===== src/rtl/target_uart_reporter_if.sv =====
// Bundle between the red-tracker outputs and the UART reporter.
// The tracker/top level (master) drives the frame and target inputs.
// The reporter (slave) drives the serial line and the selection status.
interface target_uart_reporter_if;
  logic         v_sync;
  logic [159:0] aim_x_all;
  logic [159:0] aim_y_all;
  logic [15:0]  aim_detected_all;
  logic         target_off;
  logic         tx;
  logic         busy;
  logic         sel_valid;
  logic [3:0]   sel_idx;

  modport master (
    output v_sync, aim_x_all, aim_y_all, aim_detected_all, target_off,
    input  tx, busy, sel_valid, sel_idx
  );

  modport slave (
    input  v_sync, aim_x_all, aim_y_all, aim_detected_all, target_off,
    output tx, busy, sel_valid, sel_idx
  );
endinterface


===== src/rtl/target_uart_reporter.sv =====
// Per-frame target reporter.
// On each v_sync falling edge seen while idle, it snapshots the 16 tracker
// slots and scans them one per cycle for the detected target nearest the aim
// centre (Manhattan distance; ties keep the lower slot). It then sends a
// 7-byte 8N1 packet (header, status, x, y, XOR checksum) to the motor MCU.
module target_uart_reporter #(
  parameter int CLK_HZ   = 25_000_000,
  parameter int BAUD     = 115_200,
  parameter int CENTER_X = 320,
  parameter int CENTER_Y = 240
) (
  input  logic                 clk,
  input  logic                 reset,
  target_uart_reporter_if.slave bus
);

  localparam int               BIT_CYC   = CLK_HZ / BAUD;
  localparam int               BCW       = (BIT_CYC > 1) ? $clog2(BIT_CYC) : 1;
  localparam logic [BCW-1:0]   BAUD_LAST = BCW'(BIT_CYC - 1);
  localparam logic [9:0]       CX        = 10'(CENTER_X);
  localparam logic [9:0]       CY        = 10'(CENTER_Y);

  typedef enum logic [2:0] {
    S_IDLE,
    S_SNAP,
    S_SCAN,
    S_LOAD,
    S_SEND
  } state_t;

  // Control state
  state_t         state_q, state_d;
  logic           vsync_dly_q;
  logic [3:0]     scan_q, scan_d;
  logic [BCW-1:0] baud_q, baud_d;
  logic [3:0]     bit_q, bit_d;
  logic [2:0]     byte_q, byte_d;
  logic           tx_q, tx_d;
  logic           busy_q, busy_d;
  logic           sel_valid_q, sel_valid_d;
  logic [3:0]     sel_idx_q, sel_idx_d;
  logic           best_vld_q, best_vld_d;
  logic [3:0]     best_idx_q, best_idx_d;

  // Datapath state (no reset: always written before it is consumed)
  logic [159:0]   shd_x_q, shd_y_q;
  logic [15:0]    shd_det_q;
  logic           shd_off_q;
  logic [10:0]    best_dist_q;
  logic [9:0]     best_x_q, best_y_q;
  logic [9:0]     pkt_x_q, pkt_y_q;
  logic           pkt_off_q;

  // Scan datapath signals
  logic           frame_evt;
  logic [7:0]     slot_base;
  logic [9:0]     cur_x, cur_y;
  logic [10:0]    cur_dist;
  logic           cur_cand;
  logic           cur_better;

  // Packet assembly
  logic [7:0]     pkt_b [0:7];
  logic [3:0]     data_pos;

  // |v - c| for 10-bit unsigned coordinates; fits in 10 bits, returned as 11
  function automatic logic [10:0] abs_diff(input logic [9:0] v, input logic [9:0] c);
    logic signed [11:0] diff;
    diff = $signed({2'b00, v}) - $signed({2'b00, c});
    return (diff < 0) ? 11'(-diff) : 11'(diff);
  endfunction

  // Serial bit for a given byte/bit position: start, 8 data LSB-first, stop
  function automatic logic uart_bit(input logic [7:0] data, input logic [3:0] pos);
    logic [3:0] dpos;
    dpos = pos - 4'd1;
    if (pos == 4'd0) return 1'b0;
    if (pos >= 4'd9) return 1'b1;
    return data[dpos[2:0]];
  endfunction

  assign frame_evt  = (state_q == S_IDLE) && vsync_dly_q && !bus.v_sync;
  assign slot_base  = {4'd0, scan_q} * 8'd10;
  assign cur_x      = shd_x_q[slot_base +: 10];
  assign cur_y      = shd_y_q[slot_base +: 10];
  // Max 703 + 783 = 1486, so 11 bits never overflow
  assign cur_dist   = abs_diff(cur_x, CX) + abs_diff(cur_y, CY);
  assign cur_cand   = shd_det_q[scan_q] && !shd_off_q;
  // Strictly smaller distance only, so equal distances keep the earlier slot
  assign cur_better = cur_cand && (!best_vld_q || (cur_dist < best_dist_q));

  // Build the seven packet bytes from the values latched at LOAD
  always_comb begin
    pkt_b[0] = 8'hAA;
    pkt_b[1] = {sel_idx_q, 2'b00, pkt_off_q, sel_valid_q};
    pkt_b[2] = {6'b0, pkt_x_q[9:8]};
    pkt_b[3] = pkt_x_q[7:0];
    pkt_b[4] = {6'b0, pkt_y_q[9:8]};
    pkt_b[5] = pkt_y_q[7:0];
    pkt_b[6] = pkt_b[1] ^ pkt_b[2] ^ pkt_b[3] ^ pkt_b[4] ^ pkt_b[5];
    pkt_b[7] = 8'hFF;
  end

  // FSM next state, scan/baud/bit/byte counters, busy and serial line
  always_comb begin
    state_d  = state_q;
    scan_d   = scan_q;
    baud_d   = baud_q;
    bit_d    = bit_q;
    byte_d   = byte_q;
    busy_d   = 1'b0;
    tx_d     = 1'b1;
    data_pos = 4'd0;
    case (state_q)
      S_IDLE: begin
        if (frame_evt) state_d = S_SNAP;
      end
      S_SNAP: begin
        state_d = S_SCAN;
        scan_d  = 4'd0;
      end
      S_SCAN: begin
        scan_d = scan_q + 4'd1;
        if (scan_q == 4'd15) state_d = S_LOAD;
      end
      S_LOAD: begin
        state_d = S_SEND;
        baud_d  = '0;
        bit_d   = 4'd0;
        byte_d  = 3'd0;
      end
      S_SEND: begin
        if (baud_q == BAUD_LAST) begin
          baud_d = '0;
          if (bit_q == 4'd9) begin
            bit_d = 4'd0;
            if (byte_q == 3'd6) begin
              state_d = S_IDLE;
              byte_d  = 3'd0;
            end else begin
              byte_d = byte_q + 3'd1;
            end
          end else begin
            bit_d = bit_q + 4'd1;
          end
        end else begin
          baud_d = baud_q + BCW'(1);
        end
      end
      default: state_d = S_IDLE;
    endcase
    busy_d = (state_d == S_SCAN) || (state_d == S_LOAD) || (state_d == S_SEND);
    // tx is registered: drive the bit that the next cycle's counters point at
    if (state_d == S_SEND) begin
      data_pos = bit_d;
      tx_d     = uart_bit(pkt_b[byte_d], data_pos);
    end
  end

  // Selection tracking during SCAN and publication at LOAD
  always_comb begin
    sel_valid_d = sel_valid_q;
    sel_idx_d   = sel_idx_q;
    best_vld_d  = best_vld_q;
    best_idx_d  = best_idx_q;
    case (state_q)
      S_SNAP: best_vld_d = 1'b0;
      S_SCAN: begin
        if (cur_better) begin
          best_vld_d = 1'b1;
          best_idx_d = scan_q;
        end
      end
      S_LOAD: begin
        sel_valid_d = best_vld_q;
        sel_idx_d   = best_vld_q ? best_idx_q : 4'd0;
      end
      default: ;
    endcase
  end

  // Control registers; reset aborts any packet and parks the line high
  always_ff @(posedge clk or negedge reset) begin
    if (!reset) begin
      state_q     <= S_IDLE;
      vsync_dly_q <= 1'b1;
      scan_q      <= 4'd0;
      baud_q      <= '0;
      bit_q       <= 4'd0;
      byte_q      <= 3'd0;
      tx_q        <= 1'b1;
      busy_q      <= 1'b0;
      sel_valid_q <= 1'b0;
      sel_idx_q   <= 4'd0;
      best_vld_q  <= 1'b0;
      best_idx_q  <= 4'd0;
    end else begin
      state_q     <= state_d;
      vsync_dly_q <= bus.v_sync;
      scan_q      <= scan_d;
      baud_q      <= baud_d;
      bit_q       <= bit_d;
      byte_q      <= byte_d;
      tx_q        <= tx_d;
      busy_q      <= busy_d;
      sel_valid_q <= sel_valid_d;
      sel_idx_q   <= sel_idx_d;
      best_vld_q  <= best_vld_d;
      best_idx_q  <= best_idx_d;
    end
  end

  // Snapshot, best-candidate and packet payload registers
  always_ff @(posedge clk) begin
    if (state_q == S_SNAP) begin
      shd_x_q   <= bus.aim_x_all;
      shd_y_q   <= bus.aim_y_all;
      shd_det_q <= bus.aim_detected_all;
      shd_off_q <= bus.target_off;
    end
    if ((state_q == S_SCAN) && cur_better) begin
      best_dist_q <= cur_dist;
      best_x_q    <= cur_x;
      best_y_q    <= cur_y;
    end
    if (state_q == S_LOAD) begin
      pkt_x_q   <= best_vld_q ? best_x_q : 10'd0;
      pkt_y_q   <= best_vld_q ? best_y_q : 10'd0;
      pkt_off_q <= shd_off_q;
    end
  end

  assign bus.tx        = tx_q;
  assign bus.busy      = busy_q;
  assign bus.sel_valid = sel_valid_q;
  assign bus.sel_idx   = sel_idx_q;

endmodule


===== src/flat_wrapper.sv =====
// flat-port wrapper written by rule: the top's interface ports become plain ports
module target_uart_reporter_flat 
#(
  parameter int CLK_HZ   = 25_000_000,
  parameter int BAUD     = 115_200,
  parameter int CENTER_X = 320,
  parameter int CENTER_Y = 240
)
  (clk, reset, bus_v_sync, bus_aim_x_all, bus_aim_y_all, bus_aim_detected_all, bus_target_off, bus_tx, bus_busy, bus_sel_valid, bus_sel_idx);
  target_uart_reporter_if bus_i ();
  input  logic clk;
  input  logic reset;
  input wire logic [$bits(bus_i.v_sync)-1:0] bus_v_sync;
  input wire logic [$bits(bus_i.aim_x_all)-1:0] bus_aim_x_all;
  input wire logic [$bits(bus_i.aim_y_all)-1:0] bus_aim_y_all;
  input wire logic [$bits(bus_i.aim_detected_all)-1:0] bus_aim_detected_all;
  input wire logic [$bits(bus_i.target_off)-1:0] bus_target_off;
  output wire logic [$bits(bus_i.tx)-1:0] bus_tx;
  output wire logic [$bits(bus_i.busy)-1:0] bus_busy;
  output wire logic [$bits(bus_i.sel_valid)-1:0] bus_sel_valid;
  output wire logic [$bits(bus_i.sel_idx)-1:0] bus_sel_idx;
  assign bus_i.v_sync = bus_v_sync;
  assign bus_i.aim_x_all = bus_aim_x_all;
  assign bus_i.aim_y_all = bus_aim_y_all;
  assign bus_i.aim_detected_all = bus_aim_detected_all;
  assign bus_i.target_off = bus_target_off;
  assign bus_tx = bus_i.tx;
  assign bus_busy = bus_i.busy;
  assign bus_sel_valid = bus_i.sel_valid;
  assign bus_sel_idx = bus_i.sel_idx;
  target_uart_reporter #(.CLK_HZ(CLK_HZ), .BAUD(BAUD), .CENTER_X(CENTER_X), .CENTER_Y(CENTER_Y)) u_core (.clk(clk), .reset(reset), .bus(bus_i));
endmodule

===== config.mk =====
export PLATFORM = sky130hd
export DESIGN_NAME = target_uart_reporter_flat
export DESIGN_NICKNAME = d
export VERILOG_FILES = /design/src/rtl/target_uart_reporter_if.sv /design/src/rtl/target_uart_reporter.sv /design/src/flat_wrapper.sv
export SDC_FILE = /design/constraint.sdc
export NUM_CORES = 1
export LEC_CHECK = 0
export CAP_MARGIN = 20
export CORE_UTILIZATION = 45
export DETAILED_ROUTE_END_ITERATION = 8
export GPL_ROUTABILITY_DRIVEN = 0
export PLACE_DENSITY = 0.84
export SYNTH_ARGS = -nofsm -noshare
export SYNTH_HDL_FRONTEND = slang
export SYNTH_SLANG_ARGS = --single-unit

===== constraint.sdc =====
create_clock -name clk -period 27.4 [get_ports clk]
set_clock_uncertainty 0.1 [all_clocks]
set_input_delay 2.74 -clock clk [delete_from_list [all_inputs] [get_ports clk]]
set_output_delay 2.74 -clock clk [all_outputs]
set_load 0.01 [all_outputs]

==> impl_metrics.json, run 1 <==
{
  "run_status": "completed",
  "die_y_um": 204,
  "p_comb_share_pct": 47.8,
  "core_area_um2": 39900,
  "synth.most_common_cell": "edfxtp_1",
  "hold_slack_ns": 0.375,
  "cp-end-kind": "flip-flop",
  "pwr-share-clk_pct": 20.0,
  "seqPwrFrac_pct": 32.2,
  "met1_usage_pct": 25.8,
  "fin_crit_sh_pct": 31.0,
  "htree_levels": 2,
  "max-slew-margin-rel_pct": 21.8,
  "worst-setup-path-type": "flip-flop to flip-flop",
  "critPathMaxStageDelay_ns": 1.05,
  "final_hold_viol_count": 0,
  "hp-class": "flip-flop to flip-flop",
  "rr_worst_depth": 26,
  "antenna_found_initial": 1,
  "grtUsageTotal_pct": 21.9,
  "synthTopCellsByCount": "389 x edfxtp_1, 75 x mux2i_1, 67 x nand2_1",
  "synth.area.top_cells": "edfxtp_1 64%, mux4_2 6.3%, dfrtp_1 4.5%",
  "drcViolationCount": 0,
  "p_int_mw": 1.86,
  "cts_resized": 0,
  "ios": 347,
  "p_switching_mw": 1.11,
  "wire_per_inst_um": 22.5,
  "crit_family": "compound AO/OA/AOI/OAI gates",
  "first_global_vias": 12000,
  "avgSynthCellArea_um2": 16.3,
  "die-area_um2": 41400,
  "worst_slew_pin_slew_ns": 1.17,
  "critPathBufInv": 3,
  "synth-edff-count": 389,
  "sw_frac_of_total_pct": 37.4,
  "post_cts_buffers": 0,
  "cap_violations": 0,
  "use_met2_pct": 38.8,
  "gr-total-overflow": 0,
  "yosysTopAreaCellShare_pct": 63.9,
  "cp.required_ns": 27.71,
  "yosysWarnings": 0,
  "leakage_nw": 8.28,
  "whs_path_depth": 0,
  "worstPathArrival_ns": 8.80,
  "synthArstFlopShare_pct": 8.25,
  "drtAntennaViolNets": 0,
  "area_growth_pct": 29.2,
  "critPathSlowestCell": "dfrtp_4",
  "cts_tree": "built",
  "clk_latency_ns": 0.54,
  "worst-path-stages": 26,
  "numCtsBuffers": 42,
  "clkSlewWorstSetupHoldPaths_ns": 0.06,
  "fp-row-count": 73,
  "postSynthCellCount": 1120,
  "tns_ns": 0,
  "cts-root-buf": "clkbuf_16",
  "dr.pass1.iters": 5,
  "synth_nets": 1494,
  "grt_first_pass_wirelength_um": 67800,
  "clk_path_buf_depth": 3,
  "drive_gt1_share_pct": 10.5,
  "ir_drop_v": 0.000171,
  "post-dp-hpwl_um": 31800,
  "grt_max_degree": 193,
  "holdBufCountCts": 0,
  "synth_top_area_cell": "edfxtp_1",
  "ys_seq_area_share_pct": 68.7,
  "cp_max_fo": 55,
  "power.density_nw_per_um2": 126,
  "vias_per_cell": 5.64,
  "ys_types": 82,
  "vias": 11400,
  "cts_sinks": 424,
  "finalNetCount": 1843,
  "die_w_um": 204,
  "routed_wl_um": 45700,
  "min_period_ns": 8.49,
  "drtIter0Drc": 817,
  "critPathLaunchType": "flip-flop",
  "use_met3_pct": 4.49,
  "setup_viol_count_final": 0,
  "synth-main-ff-cell": "edfxtp_1",
  "final_max_slew_viol_count": 0,
  "busiest_layer": "met2",
  "ys_ff_latch": 424,
  "fillers": 2867,
  "rsz0062_at_grt": "false",
  "port_buffers": 346,
  "netlist_area_um2": 18300,
  "fmax_ghz": 0.118,
  "start_util_pct": 45.8
}
[power by group through the flow]
stage	Clock (mW)	Sequential (mW)	Combinational, mW
6_report	0.594	0.957	1.42
3_5_place_dp	0	0.970	1.39
3_3_place_gp	0	0.964	1.32
5_1_grt	0.626	0.967	1.57
2_1_floorplan	0	0.992	1.06
4_1_cts	0.602	0.959	1.41
[final timing paths]
| check | start | slack [ns] | end |
|---|---|---|---|
| worst max register to register | u_core.scan_q[0]$_DFFE_PN0P_ | 18.91 | u_core.best_idx_q[2]$_DFFE_PN0P_ |
| worst min register to register | u_core.shd_off_q$_DFFE_PP_ | 0.38 | u_core.pkt_off_q$_DFFE_PN_ |
| min in group asynchronous | reset | 2.53 | u_core.bus.busy$_DFF_PN0_ |
| worst max-delay path | u_core.scan_q[0]$_DFFE_PN0P_ | 18.91 | u_core.best_idx_q[2]$_DFFE_PN0P_ |
| max in group asynchronous | reset | 24.28 | u_core.scan_q[0]$_DFFE_PN0P_ |
| worst min-delay path | u_core.shd_off_q$_DFFE_PP_ | 0.38 | u_core.pkt_off_q$_DFFE_PN_ |
[area by class of cell]
cell class	instances	area, um^2	area share, %
diodes	1	2.50	0.0106
clock buffers	49	1100	4.65
clock inverters	28	317	1.34
inverters	42	164	0.694
multi-input cells	600	5230	22.1
flip-flops and latches	424	12600	53.2
well taps	525	657	2.78
repair buffers	359	3590	15.2
[flip-flops by register name, indices dropped and copies added, names as in the netlist, 3 cells and up]
| name | flops |
|---|---|
| u_core.shd_x_q | 160 |
| u_core.shd_y_q | 160 |
| u_core.shd_det_q | 16 |
| u_core.best_dist_q | 11 |
| u_core.best_x_q | 10 |
| u_core.best_y_q | 10 |
| u_core.pkt_x_q | 10 |
| u_core.pkt_y_q | 10 |
| u_core.baud_q | 8 |
| u_core.best_idx_q | 4 |
| u_core.bit_q | 4 |
| u_core.bus.sel_idx | 4 |
| u_core.scan_q | 4 |
| u_core.byte_q | 3 |
| u_core.state_q | 3 |
[metal layers]
metal	part of all wire, %	up-vias
met5	0	-
met1	37	5652
met2	52	545
li1	-	5134
met3	7.1	104
met4	4.1	0
[per-stage QoR]
stage	utilization (%)	power [mW]	worst slack, ns	std cells	area, um^2
after CTS	59.1	2.97	18.59	2026	23600
final	59.2	2.97	18.91	2028	23600
after global placement	55.6	2.29	18.90	1949	22200
after floorplan	-	2.05	0.738	1120	18300
after detailed placement	55.6	2.36	18.68	1949	22200
after global routing	59.2	3.16	18.33	2028	23600
[cells in the final DEF, fill, tap and decap left out, types with 4 or more instances in the layout]
cell	count
a31oi_1	7
and2_1	21
clkdlybuf4s50_1	346
clkinv_1	8
buf_4	11
xnor2_1	24
bufinv_16	7
nand3_1	13
o21a_1	5
o211ai_1	8
o21ai_0	55
xor2_1	12
ha_1	33
clkbuf_1	6
mux2i_1	75
inv_1	37
mux4_2	51
nor2_1	23
nand2_1	67
clkbuf_16	43
mux2_1	4
nand2b_1	9
a22oi_1	20
o21ai_1	4
dfrtp_1	31
clkinv_2	13
nand4_1	7
nor4_1	4
nor2b_1	6
and3_1	6
a21o_1	5
nor3_1	12
a221oi_1	37
a21oi_1	25
edfxtp_1	389
[kinds of logic after synthesis]
group,Yosys count,share of synthesized area [%]
xor gates and xnor gates,36,1.72
muxes,132,10.8
DFF,424,68.7
adders and majority gates,34,2.37
AOI/OAI and AO/OA,202,7.69
and+or+nand+nor,196,5.88
buffers and inverters,96,2.85
Power figures use the tool's default switching activity.
==> inputs of run 2 (changes only) <==
- clock period: 27.4 -> 7.5 ns (I/O delays scaled with it)
==> run 2 against run 1 <==
Global-route usage rose by 0.89 points. Flip-flop and latch count unchanged. Setup slack worse by 18 ns. Critical endpoint is now u_core.best_x_q[2]$_DFFE_PP_. Largest power group unchanged.
==> impl_metrics.json, run 2 (same netlist as run 1, synthesis figures left out) <==
{
  "finalNetCount": 1852,
  "cp-end-kind": "flip-flop",
  "fmax_ghz": 0.143,
  "vias": 11600,
  "fillers": 2875,
  "core_area_um2": 39900,
  "fp-row-count": 73,
  "tns_ns": 0,
  "grt_first_pass_wirelength_um": 70500,
  "run_status": "completed",
  "power.density_nw_per_um2": 462,
  "multi_input_area_um2": 5230,
  "numCtsBuffers": 45,
  "first_global_vias": 12100,
  "antenna_found_initial": 4,
  "layout_commonest_cell": "edfxtp_1",
  "clkSlewWorstSetupHoldPaths_ns": 0.06,
  "cts_sinks": 424,
  "stdcell_count": 2040,
  "ios": 347,
  "dp_cells": 1956,
  "rsz0062_at_grt": "false",
  "critPathLaunchType": "flip-flop",
  "ir_drop_v": 0.000491,
  "grt_max_degree": 218,
  "hp-class": "flip-flop to flip-flop",
  "drtIter0Drc": 839,
  "drtAntennaViolNets": 0,
  "die_w_um": 204,
  "grtUsageTotal_pct": 22.8,
  "seqCellArea_um2": 12600,
  "post_cts_buffers": 0,
  "area_growth_pct": 29.8,
  "drcViolationCount": 0,
  "cp_max_fo": 32,
  "setup_viol_count_final": 0,
  "total_power_mw": 11.0,
  "port_buffers": 346,
  "min_period_ns": 7.01,
  "cts-root-buf": "clkbuf_16",
  "cp.required_ns": 7.67,
  "reg_top3": "u_core.shd_x_q (160), u_core.shd_y_q (160), u_core.shd_det_q (16)",
  "place_area_um2": 22300,
  "worstPathArrival_ns": 7.18,
  "wire_per_inst_um": 23.2,
  "post-dp-hpwl_um": 33700,
  "rr_worst_depth": 24,
  "die_y_um": 204,
  "drive_gt1_share_pct": 10.6,
  "die-area_um2": 41400,
  "worst-setup-path-type": "flip-flop to flip-flop",
  "fin_crit_sh_pct": 93.5,
  "clk_latency_ns": 0.58,
  "clk_path_buf_depth": 3,
  "whs_path_depth": 1,
  "cts_resized": 0,
  "start_util_pct": 45.8,
  "vias_per_cell": 5.67,
  "final_max_slew_viol_count": 0,
  "final_cell_mix": "389 x edfxtp_1, 346 x clkdlybuf4s50_1, 75 x mux2i_1, 67 x nand2_1, 55 x o21ai_0",
  "hold_slack_ns": 0.392,
  "max-slew-margin-rel_pct": 22.3,
  "holdBufCountCts": 0,
  "final_hold_viol_count": 0,
  "dr.pass1.iters": 5,
  "cap_violations": 0,
  "routed_wl_um": 47300,
  "gr-total-overflow": 0,
  "stdcell_area_um2": 23700,
  "worst_slew_pin_slew_ns": 1.17,
  "leakage_nw": 8.30,
  "htree_levels": 2,
  "cts_tree": "built"
}
run 2: final timing paths:
kind | end | slack (ns) | from
setup / recovery | u_core.best_x_q[2]$_DFFE_PP_ | 0.49 | u_core.scan_q[0]$_DFFE_PN0P_
max in group asynchronous | u_core.scan_q[0]$_DFFE_PN0P_ | 6.44 | reset
hold reg to reg | u_core.best_idx_q[3]$_DFFE_PN0P_ | 0.39 | u_core.best_idx_q[3]$_DFFE_PN0P_
hold / removal | u_core.best_idx_q[3]$_DFFE_PN0P_ | 0.39 | u_core.best_idx_q[3]$_DFFE_PN0P_
min in group asynchronous | u_core.state_q[1]$_DFF_PN0_ | 0.50 | reset
setup reg to reg | u_core.best_x_q[2]$_DFFE_PP_ | 0.49 | u_core.scan_q[0]$_DFFE_PN0P_
run 2: per-layer routing:
layer	wire (um)	up-vias	share of wire, %	GRT usage [%]
met5	0	-	0	0
met1	17200	5732	36	26.9
met4	1430	0	3.0	8.08
met3	3600	100	7.6	5.58
met2	25100	579	53	40.4
li1	-	5150	-	-
run 2: worst max-delay path: stages, from the launching register on:
cell and delay, ns:
dfrtp_4 0.66, buf_12 0.31, buf_4 0.28, mux4_2 0.52
a22oi_1 0.20, nand2_1 0.21, and3_1 0.29, nor3_2 0.39
nand2_1 0.14, xnor2_1 0.15, ha_1 0.34, nor2b_1 0.14
o21ai_0 0.24, a21boi_0 0.19, o21a_1 0.22, o21ai_0 0.16
nand2b_1 0.08, a21oi_1 0.27, xnor2_1 0.20, ha_1 0.29
a211o_1 0.29, a21oi_1 0.11, o21ai_0 0.16, a21oi_4 0.47
buf_12 0.24
run 2: where the power goes:
group	internal (mW)	switching [mW]
combinational	2.29	3.06
sequential	3.25	0.212
clock	1.22	0.937
run 2: cell type report:
class | count | share of cell area [%]
clock inverter | 25 | 1.09
timing repair buffer | 365 | 15.5
multi-input combinational | 600 | 22.1
clock buffer | 55 | 4.90
antenna | 4 | 0.0422
tap | 525 | 2.77
inverter | 42 | 0.691
sequential | 424 | 52.9
run 2: stage by stage:
step	util [%]	setup WS, ns
2_1_floorplan	-	-2.16
3_3_place_gp	55.9	0.909
5_1_grt	59.5	0.0336
3_5_place_dp	55.9	0.638
6_report	59.5	0.491
4_1_cts	59.4	0.598
